`src/rtl/serial_sub_ctrl.sv`:
```
// Bit-serial unsigned subtractor: computes a-b (mod 2^WIDTH) one bit per cycle, LSB first,
// with a start/busy/done handshake and registered result and final borrow.
module serial_sub_ctrl #(
  parameter int unsigned WIDTH = 8
) (
  input  logic             clk,
  input  logic             rst_n,
  input  logic             start,
  input  logic [WIDTH-1:0] a,
  input  logic [WIDTH-1:0] b,
  output logic             busy,
  output logic             done,
  output logic [WIDTH-1:0] diff,
  output logic             borrow_out
);

  localparam int unsigned CW = $clog2(WIDTH) + 1;

  // State bits double as the busy/done flops, so both outputs come straight from registers.
  typedef enum logic [1:0] {
    IDLE = 2'b00,
    RUN  = 2'b01,
    DONE = 2'b10
  } state_t;

  state_t           state;
  state_t           state_nxt;
  logic [WIDTH-1:0] a_sh;
  logic [WIDTH-1:0] b_sh;
  logic [WIDTH-1:0] res;
  logic [WIDTH-1:0] res_nxt;
  logic             br;
  logic             br_nxt;
  logic             bit_d;
  logic [CW-1:0]    cnt;
  logic             last_bit;
  logic             load;
  logic             step;

  // Full-subtractor on the current operand LSBs plus the next result shift value.
  always_comb begin
    bit_d    = a_sh[0] ^ b_sh[0] ^ br;
    br_nxt   = (~a_sh[0] & b_sh[0]) | (~(a_sh[0] ^ b_sh[0]) & br);
    res_nxt  = WIDTH'({bit_d, res} >> 1);
    last_bit = (cnt == CW'(WIDTH - 1));
  end

  always_ff @(posedge clk or negedge rst_n) begin
    if (!rst_n) begin
      state <= IDLE;
    end else begin
      state <= state_nxt;
    end
  end

  always_comb begin
    state_nxt = state;
    case (state)
      IDLE:    if (start) state_nxt = RUN;
      RUN:     if (last_bit) state_nxt = DONE;
      DONE:    state_nxt = IDLE;
      default: state_nxt = IDLE;
    endcase
  end

  always_comb begin
    load = 1'b0;
    step = 1'b0;
    case (state)
      IDLE:    load = start;
      RUN:     step = 1'b1;
      default: ;
    endcase
  end

  assign busy = state[0];
  assign done = state[1];

  // Operand/result shifters; diff and borrow_out only move on the final bit.
  always_ff @(posedge clk or negedge rst_n) begin
    if (!rst_n) begin
      a_sh       <= '0;
      b_sh       <= '0;
      res        <= '0;
      br         <= 1'b0;
      cnt        <= '0;
      diff       <= '0;
      borrow_out <= 1'b0;
    end else if (load) begin
      a_sh <= a;
      b_sh <= b;
      res  <= '0;
      br   <= 1'b0;
      cnt  <= '0;
    end else if (step) begin
      a_sh <= a_sh >> 1;
      b_sh <= b_sh >> 1;
      res  <= res_nxt;
      br   <= br_nxt;
      cnt  <= cnt + CW'(1);
      if (last_bit) begin
        diff       <= res_nxt;
        borrow_out <= br_nxt;
      end
    end
  end

endmodule

```
`config.mk`:
```
export PLATFORM = sky130hd
export DESIGN_NAME = serial_sub_ctrl
export DESIGN_NICKNAME = d
export VERILOG_FILES = /design/src/rtl/serial_sub_ctrl.sv
export SDC_FILE = /design/constraint.sdc
export NUM_CORES = 1
export LEC_CHECK = 0
export BUFFER_PORTS_ARGS = -buffer_cell sky130_fd_sc_hd__buf_4
export CAP_MARGIN = 30
export CORE_MARGIN = 2
export CORE_UTILIZATION = 35
export CTS_CLUSTER_SIZE = 16
export DETAILED_ROUTE_END_ITERATION = 7
export SETUP_SLACK_MARGIN = 0.02
export SYNTH_ARGS = -nofsm -noshare
export SYNTH_HDL_FRONTEND = slang
export SYNTH_SLANG_ARGS = --single-unit
export TNS_END_PERCENT = 10
```
`constraint.sdc`:
```
create_clock -name clk -period 3.8 [get_ports clk]
set_clock_uncertainty 0.15 [all_clocks]
set_input_delay 0.76 -clock clk [delete_from_list [all_inputs] [get_ports clk]]
set_output_delay 0.76 -clock clk [all_outputs]
set_load 0.02 [all_outputs]
```
# == Yosys cells after proc, flatten, opt, wreduce, memory -nomap -nowiden ==
# Index checks and enable logic that the tools add are counted.
# classes
n_addsub,1
n_mul,0
div_mod_pow,0
n_lt_le_gt_ge,0
eq_ne,4
n_shift,0
n_mux,15
n_bitwise,8
n_reduce_logical,4
# op_table
cell,n
8-bit two-way mux,6
4-bit two-way mux,2
4-bit by 1-bit adder with 4-bit output (second input constant),1
4-bit by 3-bit == test with 1-bit output (second input constant),1
1-bit two-way mux,4
2-bit two-way mux,2
2-bit inequality test (second input constant),2
2-bit case mux with 2 select lines,1
1-bit inverter,3
3-bit AND reduction,1
1-bit AND,2
2-bit by 1-bit == test with 1-bit output (second input constant),1
2-bit logical NOT,1
2-bit AND reduction,1
2-bit nonzero test,1
1-bit XOR,2
1-bit bitwise OR,1
# word_totals
ff_bits,40
latchBits,0
ramBits,0
romBits,0
input_bits,19
out_inout_bits,11
elab_cells,40
n_memories,0

# == Longest topological paths before layout ==
# depth
depth_word,6
depth_mapped,5
ltp_nobuf,4

# == Worst setup path before layout ==
# Ideal clock, no wire load.
# synth_timing
path_kind,input -> register
from,in start
to,reg b_sh[6]
t_arrival_ns,1.362
t_required_ns,3.516
setup_slack_ns,2.154
path_stages,5
n_path_buf,2
cell_sequence,nor2b_1 > clkbuf_2 > buf_4 > a21oi_1 > o21ai_0
# synth_between
elab_chain_len,2
elab_cells_between_ends,3
cone_classes,mux (2); reduce/logical (1)
# synth_lines
element,line_no,source
"start, declared",8,"input logic start,"
1-bit two-way mux (*),69,case (state)
8-bit two-way mux / 2-bit nonzero test (equally long branches),-,
"end signal, assigned",97,b_sh <= b_sh >> 1;
"end, declared",29,logic [WIDTH-1:0] b_sh;
# Mark *: on every way between the ends. The rest lies on a longest branch, timed or not.
# A chain may end at the register's enable or synchronous reset.

# == Final worst setup path ==
# layout_timing
from,reg state[1]
to,out done
# layout_rtl
element,line_no,source
"start, declared",26,state_t state;
"start signal, assigned",52,state <= state_nxt;
"end, declared",12,"output logic done,"
# No word-level cell between the ends.

==> flow_metrics.env <==
export IMPL_status="complete, no violations"
export IMPL_cts_setup_buffers=0
export IMPL_tritoncts="done"
export IMPL_setup_viol=0
export IMPL_rsz0062_at_grt="no"
export IMPL_synth_area_mm2=0.00174
export IMPL_cp_start_kind="register"
export IMPL_ir_drop_mv=0.328
export IMPL_area_sequential_um2=976
export IMPL_max_freq_mhz=436
export IMPL_multi_input_area_um2=702
export IMPL_ys_seq_area_share_pct=56.2
export IMPL_viasPerCell=5.24
export IMPL_wl_um=3800
export IMPL_floorplan_die_area_mm2=0.00554
export IMPL_core_mm2=0.00475
export IMPL_cp_cell_sequence="buf_4"
export IMPL_layout_commonest_cell="dfrtp_1"
export IMPL_critPathMaxFanout=22
export IMPL_slowest_stage="dfrtp_1"
export IMPL_finalCritPeriodShare_pct=60.3
export IMPL_crit_family="flip-flops"
export IMPL_synth_nets=175
export IMPL_grt_max_degree=40
export IMPL_portBuffers=29
export IMPL_cts_resized=0
export IMPL_syn_avg_cell_area_um2=11.3
export IMPL_numCtsBuffers=5
export IMPL_grt_usage_pct=14.7
export IMPL_dp_cells=241
export IMPL_drtIter0Drc=104
export IMPL_synth_seq_cells=39
export IMPL_drive_above_1_share_pct=26.2
export IMPL_worst_pin_slew_ps=1010
export IMPL_synth_edff_count=0
export IMPL_crit_arrival_ps=1380
export IMPL_grt_pass1_wl_um=6290
export IMPL_clock_path_buffers=2
export IMPL_dieHeight_um=74.4
export IMPL_fillers=451
export IMPL_drc=0
export IMPL_io_pins=30
export IMPL_post_route_util_pct=43.9
export IMPL_vias=1310
export IMPL_slew_headroom_pct=32.3
export IMPL_max_stage_delay_ps=830
export IMPL_area_delta_synth_final_pct=20.2
export IMPL_antennaDiodeCount=0
export IMPL_nets=203
export IMPL_clkTransAtPathRegs_ps=80
export IMPL_insertion_delay_ps=280
export IMPL_worst_r2r_path_depth=3
export IMPL_path_buf_inv=1
export IMPL_crit_required_ps=2890
export IMPL_yosys_warnings=0
export IMPL_reg2reg_to="diff[2]"
export IMPL_criticalPathCategory="register to primary output"
export IMPL_cts_hold_buf=0
export IMPL_worstSetupEndpointType="primary output"
export IMPL_final_cell_mix="dfrtp_1 (39), buf_4 (31), o21ai_0 (17), nor2b_1 (17), a21oi_1 (16)"
export IMPL_finalHoldViolCount=0
export IMPL_r2r_start="state[1]"
export IMPL_max_cap_viol_count=0
export IMPL_antenna_left=0
export IMPL_overflow=0
export IMPL_routedWlPerCell_um=15.2
export IMPL_syn_inst=154
export IMPL_grt_antenna_before_repair=0
export IMPL_hold_class="primary input to asynchronous set/reset pin"
export IMPL_p_per_area_mw_per_mm2=790
export IMPL_min_period_ps=2290
export IMPL_start_util_pct=36.5
export IMPL_finalSetupTns_ps=0
export IMPL_synth_cell_types=24
export IMPL_leakage_nw=0.938
export IMPL_drv_slew=0
export IMPL_synth_flop_cell="dfrtp_1"
export IMPL_cts_htree_levels=2
export IMPL_gp_congestion=0.762
export IMPL_synth_async_sr_flop_share_pct=100
export IMPL_layout_cells_non_filler=250
export IMPL_rows=25
export IMPL_first_pass_iters=4
export IMPL_grt_pass1_vias=1392
export IMPL_die_w_um=74.4
export IMPL_cts_sinks=39
export IMPL_root_buffer="clkbuf_8"
export IMPL_r2r_setup_slack_ps=1690
export IMPL_dp_hpwl_um=2500
sequential cells by signal, indices dropped and copies added, names as in the netlist:
name,cells
borrow_out,1
state,2
diff,8
cnt,4
b_sh,8
a_sh,8
res,7
br,1
cell type report:
type	instances	share of cell area, %
repair buffers	31	11.2
multi-input cells	102	33.6
clock inverters	1	0.240
well taps	67	4.02
flip-flops and latches	39	46.8
clock buffers	7	3.66
inverters	3	0.540
where the power goes:
part           internal (mW)  leakage [nW]  switching (mW)
sequential             0.587         0.504           0.169
combinational          0.308         0.392           0.319
clock                  0.129        0.0422           0.137
total                   1.02         0.938           0.624
Yosys cell counts (2+ instances only):
cell      number  area share (%)
clkbuf_1       4            0.86
nand2_1        6             1.3
a22o_1         9             4.5
a21oi_1       16             4.6
nand3_1        3            0.86
a22oi_1       14             6.1
nor2b_1       17             6.1
mux2_2         9             5.8
o21ai_0       17             4.9
inv_1          3            0.65
nor2_1         2            0.43
dfrtp_1       39              56
buf_2          4             1.2
how the worst max path moves through the flow:
stage | startpoint | to | slack [ps] | depth (start not counted)
2_1_floorplan | start | b_sh[6] | 2150 | 5
3_3_place_gp | start | b_sh[3] | 1430 | 4
3_5_place_dp | start | a_sh[5] | 1280 | 4
4_1_cts | state[0] | busy | 1510 | 1
5_1_grt | state[1] | done | 1440 | 1
6_report | state[1] | done | 1510 | 1
layer usage:
metal  GRT usage, %  up-vias  share of wire, %
li1               -      607                 -
met1           19.4      645                45
met2           23.3       50                47
met3           4.47        8               5.8
met4           4.76        0               1.6
met5              0        -                 0
kinds of logic after synthesis:
kind of cell / after synthesis / synth area share [%]
compound gates: 59 / 21.3
flops: 39 / 56.2
simple gates: 31 / 10.8
buf+inv: 13 / 3.39
mux: 10 / 6.41
fa+ha+maj: 2 / 1.87
per-stage QoR:
stage / instance area, um^2 / power [mW] / hold WS (ps) / setup slack, ps
after global routing: 2090 / 1.77 / 317 / 1440
after floorplan: 1740 / 1.17 / 300 / 2150
after detailed placement: 2000 / 1.39 / 332 / 1280
after global placement: 2000 / 1.35 / 316 / 1430
after CTS: 2080 / 1.67 / 295 / 1510
final: 2090 / 1.65 / 279 / 1510
Note: power is estimated with default switching activity, not from simulation.
